`src/rtl/cpu_run_ctrl.sv`:
```
// rtl/cpu_run_ctrl.sv - run/step sequencer issuing CPU clock-enable pulses
// Optional PC breakpoint is built when CPU_RUN_BRKPT_EN is defined.
module cpu_run_ctrl #(
    parameter int         PC_W    = 32,
    parameter int         RUN_DIV = 4,
    parameter logic [7:0] IN_ADDR = 8'h08
) (
    input  logic            clk,
    input  logic            rst,
    input  logic            step,
    input  logic            cont,
    input  logic            brk_set,
    input  logic            brk_clr,
    input  logic [PC_W-1:0] brk_pc,
    input  logic [PC_W-1:0] pc,
    input  logic            io_rd,
    input  logic [7:0]      io_addr,
    input  logic            in_vld,
    output logic            in_ack,
    output logic            cpu_en,
    output logic            pause,
    output logic            brk_hit,
    output logic [1:0]      state
);

    localparam int DIV_W = (RUN_DIV > 1) ? $clog2(RUN_DIV) : 1;

    typedef enum logic [1:0] {
        S_PAUSE   = 2'd0,
        S_STEP    = 2'd1,
        S_RUN     = 2'd2,
        S_WAIT_IN = 2'd3
    } state_e;

    state_e     state_q, state_d;
    logic [DIV_W-1:0] div_cnt_q, div_cnt_d;
    logic       ret_run_q, ret_run_d;
    logic       skip_brk_q, skip_brk_d;
    logic       cpu_en_q, cpu_en_d;
    logic       in_ack_q, in_ack_d;
    logic       brk_hit_d;
    logic       pause_q;
    logic       in_sel, blocked, div_last, bp_match;

    assign in_sel   = io_rd && (io_addr == IN_ADDR);
    assign blocked  = in_sel && !in_vld;
    assign div_last = (div_cnt_q == DIV_W'(RUN_DIV - 1));

`ifdef CPU_RUN_BRKPT_EN
    logic [PC_W-1:0] brk_addr_q;
    logic            brk_armed_q;
    logic            brk_hit_q;

    assign bp_match = brk_armed_q && (pc == brk_addr_q);
    assign brk_hit  = brk_hit_q;

    always_ff @(posedge clk) begin
        if (rst) begin
            brk_armed_q <= 1'b0;
            brk_addr_q  <= '0;
            brk_hit_q   <= 1'b0;
        end else begin
            brk_hit_q <= brk_hit_d;
            if (brk_set) begin
                brk_armed_q <= 1'b1;
                brk_addr_q  <= brk_pc;
            end else if (brk_clr) begin
                brk_armed_q <= 1'b0;
            end
        end
    end
`else
    logic brk_unused;

    assign bp_match   = 1'b0;
    assign brk_hit    = 1'b0;
    assign brk_unused = ^{brk_set, brk_clr, brk_pc, brk_hit_d};
`endif

    always_comb begin
        state_d    = state_q;
        div_cnt_d  = div_cnt_q;
        ret_run_d  = ret_run_q;
        skip_brk_d = skip_brk_q;
        cpu_en_d   = 1'b0;
        in_ack_d   = 1'b0;
        brk_hit_d  = 1'b0;
        case (state_q)
            S_PAUSE: begin
                if (cont) begin
                    state_d    = S_RUN;
                    div_cnt_d  = '0;
                    skip_brk_d = 1'b1;
                end else if (step) begin
                    state_d = S_STEP;
                end
            end
            S_STEP: begin
                if (blocked) begin
                    state_d   = S_WAIT_IN;
                    ret_run_d = 1'b0;
                end else begin
                    cpu_en_d = 1'b1;
                    in_ack_d = in_sel;
                    state_d  = S_PAUSE;
                end
            end
            S_RUN: begin
                if (cont) begin
                    state_d = S_PAUSE;
                end else begin
                    div_cnt_d = div_last ? '0 : div_cnt_q + DIV_W'(1);
                    if (div_last) begin
                        // skip_brk lets a run started on the breakpoint PC get past it
                        if (bp_match && !skip_brk_q) begin
                            brk_hit_d = 1'b1;
                            state_d   = S_PAUSE;
                        end else if (blocked) begin
                            state_d   = S_WAIT_IN;
                            ret_run_d = 1'b1;
                        end else begin
                            cpu_en_d   = 1'b1;
                            in_ack_d   = in_sel;
                            skip_brk_d = 1'b0;
                        end
                    end
                end
            end
            S_WAIT_IN: begin
                if (cont) begin
                    state_d = S_PAUSE;
                end else if (in_vld) begin
                    cpu_en_d = 1'b1;
                    in_ack_d = 1'b1;
                    if (ret_run_q) begin
                        state_d    = S_RUN;
                        div_cnt_d  = '0;
                        skip_brk_d = 1'b0;
                    end else begin
                        state_d = S_PAUSE;
                    end
                end
            end
            default: state_d = S_PAUSE;
        endcase
    end

    always_ff @(posedge clk) begin
        if (rst) begin
            state_q    <= S_PAUSE;
            div_cnt_q  <= '0;
            ret_run_q  <= 1'b0;
            skip_brk_q <= 1'b0;
            cpu_en_q   <= 1'b0;
            in_ack_q   <= 1'b0;
            pause_q    <= 1'b1;
        end else begin
            state_q    <= state_d;
            div_cnt_q  <= div_cnt_d;
            ret_run_q  <= ret_run_d;
            skip_brk_q <= skip_brk_d;
            cpu_en_q   <= cpu_en_d;
            in_ack_q   <= in_ack_d;
            pause_q    <= (state_d == S_PAUSE);
        end
    end

    assign cpu_en = cpu_en_q;
    assign in_ack = in_ack_q;
    assign pause  = pause_q;
    assign state  = state_q;

endmodule

```
`config.mk`:
```
export PLATFORM = sky130hd
export DESIGN_NAME = cpu_run_ctrl
export DESIGN_NICKNAME = d
export VERILOG_FILES = /design/src/rtl/cpu_run_ctrl.sv
export SDC_FILE = /design/constraint.sdc
export NUM_CORES = 1
export LEC_CHECK = 0
export ABC_AREA = 0
export ABC_CLOCK_PERIOD_IN_PS = 2150
export BUFFER_PORTS_ARGS = -buffer_cell sky130_fd_sc_hd__buf_4
export CAP_MARGIN = 10
export CORE_MARGIN = 2
export CORE_UTILIZATION = 29
export CTS_CLUSTER_DIAMETER = 40
export DETAILED_ROUTE_END_ITERATION = 8
export PLACE_DENSITY = 0.82
export SLEW_MARGIN = 15
export SYNTH_ARGS = -nofsm -noshare
export SYNTH_HDL_FRONTEND = slang
export SYNTH_SLANG_ARGS = --single-unit
```
`constraint.sdc`:
```
create_clock -name clk -period 2.15 [get_ports clk]
set_input_delay 0.215 -clock clk [delete_from_list [all_inputs] [get_ports clk]]
set_output_delay 0.215 -clock clk [all_outputs]
set_load 0.005 [all_outputs]
```
==> results.txt <==
Sorting the synthesized cells by how often they occur yields 8 x sky130_fd_sc_hd__dfxtp_1, 5 x sky130_fd_sc_hd__nor2_1, 3 x sky130_fd_sc_hd__a21oi_1. A synthesized cell averages between 9 and 10 um2. The final clock period utilization by the worst path came out at 67.7%. The nature of the critical path startpoint is a flip-flop. The pre-CTS setup slack came out at 703 ps. Once placement completed, the tool counted placed cells totaling 96.

The level count of the clock H-tree is 1. The clock network fraction of design power is between 30 and 40%. The part of the total power dissipated in combinational logic is roughly a fifth. The maximum vdd drop came out at 255 uV. The shortest clock period the worst path allows after layout is 1450 ps. The worst hold-check path type is input port to flip-flop.

The number of nets in the finished design is approximately 160. In the routed design, unresolved DRC markers number 0. In this run, synthesis inferred 0 flip-flops with an integrated enable. The total of buffers placed on input and output ports came out at 18.

The proportion of total power due to net switching is 26.3%. The via-per-instance ratio is around 5.3. The detailed-routing iteration count for the pre-antenna-repair pass came out at 4. The switching power is between 90 and 100 uW.

The flow ran to the end, and the final reports show no timing, DRC or antenna violations. The clock skew after layout came out at 0.893 ps. Data on the critical path arrives at its endpoint at between 1500 and 2000 ps. In this run the critical register-to-register path is captured at ret_run_q. From bottom edge to top edge, the die measures 46.2 um. The setup TNS after final layout came out at 0 ps. The most common flop cell mapped by yosys is sky130_fd_sc_hd__dfxtp_1.

The share of synthesized registers carrying an async set or reset came out at 0%. Power spread over the standard cell area amounts to 523 nW/um2. The final estimated routing congestion in global placement came out at 0.853. By startpoint and endpoint, the worst setup path is classified as flip-flop to flip-flop. Clock tree synthesis found a total of 8 sinks.

The buffer levels on the longest clock path is 2. The internal power of the cells totals 263 uW. The number of distinct library cells after synthesis came out at 36.

For this design the static power due to leakage is 0.000262 uW. The remaining antenna violation count after routing is 0. Timing would allow up to 0.688 GHz. Post-CTS repair changed the size of 0 cells. Synthesis inferred 8 register bits.

The max-cap violation count is 0. The share of the synthesized area in the top cell type is 31.1%. Once routing completed, OpenROAD measured the worst setup slack at 695 ps. When the netlist entered floorplanning its net count stood at between 100 and 150. Summing the sequential cell areas from Yosys gives 31.1% of the chip area. The die footprint came out at 2130 um2.

The global router's overall resource usage came out at around an eighth. The area of the core is 1710 um2. The die is 46.2 um wide. The count of hold-fix buffers inserted at cts is 0. The DRC violation total after the first TritonRoute iteration came out at 12. The launching instance or port of the critical path is state[1].

The filler cell count came out at 181. Setup repair after global routing left no endpoint under its margin. The cell area that synthesis handed to floorplanning was roughly 520 um2.

For this run, the number of standard cells in the final layout without fillers is 99. The count of yosys warnings during synthesis came out at 0. The CTS buffer count came out at 3. The largest net degree at the start of global routing came out at 16. The area growth from synthesis to layout is 32.5%. Total power for the finished layout comes to 357 uW. The repair_antennas step left the layout with diodes totalling 0. The final core utilization is 40.0%. The detail-routed net length per standard cell is 11.9 um.

Ranked by total cell area, the synthesized netlist is headed by sky130_fd_sc_hd__dfxtp_1 31%, sky130_fd_sc_hd__nor4b_4 4.6%, sky130_fd_sc_hd__nand4bb_1 4.4%. Setup violations remaining at the end of the flow were counted as 0. The kind of capture point of the worst setup path is a flip-flop. In this run the worst setup path terminates at ret_run_q. The share of total power in sequential cells came out at 47.8%.

For this configuration, the core starts out at a cell density of 30.2%. The most common cell in the synthesized netlist is sky130_fd_sc_hd__dfxtp_1. TritonCTS built the clock tree.

The total wire length came out at approximately 1200 um. The cell sitting at the root of the clock tree is a sky130_fd_sc_hd__clkbuf_4. The final global-route overflow total is 0.

The fraction of final layout cells with drive strength greater than 1 came out at 32.4%. After clock tree synthesis, the clock-pin slew on the worst setup and hold paths is approximately 50 ps. The final count of hold timing violations was 0.

The wire length of the first global-routing pass is 1950 um. The number of top-level pins came out at 86. Summed over all instances, the cell type with the most area after synthesis is sky130_fd_sc_hd__dfxtp_1. The floorplan has 15 rows. The number of antenna violations at the first check in global routing came out at 0.

The via count of the first global-routing pass is around 460. The biggest fanout along the worst timing path is 14. In this run the post-CTS setup repair buffer count came out at 0. Summed over all nets, the half-perimeter wirelength after detailed placement is 901 um. The data required time at the worst endpoint is 2300 ps. The final route contains roughly 520 vias. The number of standard cells after synthesis is 57. The clock latency of the later-clocked register in the worst-skew pair is 250 ps.

The flop-to-flop setup slack came out at 700 ps. The final number of max-transition violations came out at 0. The cell count of the worst reg-to-reg path is 3. In this run the critical register-to-register path is launched from state[1].
worst min path at each step:
| stage | from | slack, ps | endpoint | depth (start not counted) |
|---|---|---|---|---|
| finish | in_vld | 200 | state[0] | 2 |
| global route | in_vld | 210 | state[0] | 2 |
| CTS | in_vld | 200 | state[0] | 2 |
| detailed placement | in_vld | 460 | state[0] | 2 |
| global placement | in_vld | 460 | state[0] | 2 |
| floorplan | in_vld | 320 | state[0] | 1 |
critical path, stage by stage (launching register included):
cell and delay, ps:
sky130_fd_sc_hd__dfxtp_1 600, sky130_fd_sc_hd__and3b_1 300, sky130_fd_sc_hd__a41oi_1 150, sky130_fd_sc_hd__a2111oi_2 300
placed cells by master, fill, tap and decap left out, types with 2 or more instances in the layout:
master / count
sky130_fd_sc_hd__a21oi_1: 3
sky130_fd_sc_hd__and3b_1: 2
sky130_fd_sc_hd__buf_4: 18
sky130_fd_sc_hd__clkbuf_4: 3
sky130_fd_sc_hd__dfxtp_1: 8
sky130_fd_sc_hd__inv_1: 2
sky130_fd_sc_hd__nand3_1: 2
sky130_fd_sc_hd__nand4_1: 2
sky130_fd_sc_hd__nand4bb_1: 2
sky130_fd_sc_hd__nor2_1: 5
sky130_fd_sc_hd__nor2b_1: 2
sky130_fd_sc_hd__o211ai_1: 2
state kept, by name, summed over array words and instances, names as in the netlist:
register / flops
state: 2
cpu_en: 1
div_cnt_q: 2
pause: 1
in_ack: 1
ret_run_q: 1
through the flow:
step                      hold WS [ps]  cell area [um2]
after floorplan                    318              515
after global placement             463              661
after detailed placement           463              661
after CTS                          198              683
after global routing               207              683
final                              204              683
area by class of cell:
class | count | area (um2) | area share (%)
Inverter | 2 | 7.51 | 1.10
Tap cell | 25 | 31.3 | 4.58
Multi-Input combinational cell | 43 | 327 | 47.8
Clock buffer | 3 | 22.5 | 3.30
Sequential cell | 8 | 160 | 23.4
Timing Repair Buffer | 18 | 135 | 19.8
layer usage:
metal / routed length (um) / GRT usage, % / share of wire (%)
met4: 19 / 10.3 / 1.6
met1: 523 / 15.7 / 44
met5: 0 / 0 / 0
met3: 110 / 2.75 / 9.3
met2: 526 / 20.0 / 45
power by group through the flow:
stage                     combinational (uW)  clock (uW)  sequential, uW
after floorplan                         43.8           0             166
after global placement                  70.8           0             173
after detailed placement                72.3           0             174
after CTS                               72.7         118             171
after global routing                    79.5         128             173
final                                   72.2         114             171
logic make-up after synthesis:
group / Yosys count / synth area share, %
simple gates: 24 / 33.5
compound gates: 16 / 25.0
flops: 8 / 31.1
buf+inv: 6 / 5.58
xor+xnor: 1 / 1.70
fa+ha+maj: 1 / 2.43
other cells: 1 / 0.727
No activity file was read; power rests on OpenSTA's default activity.
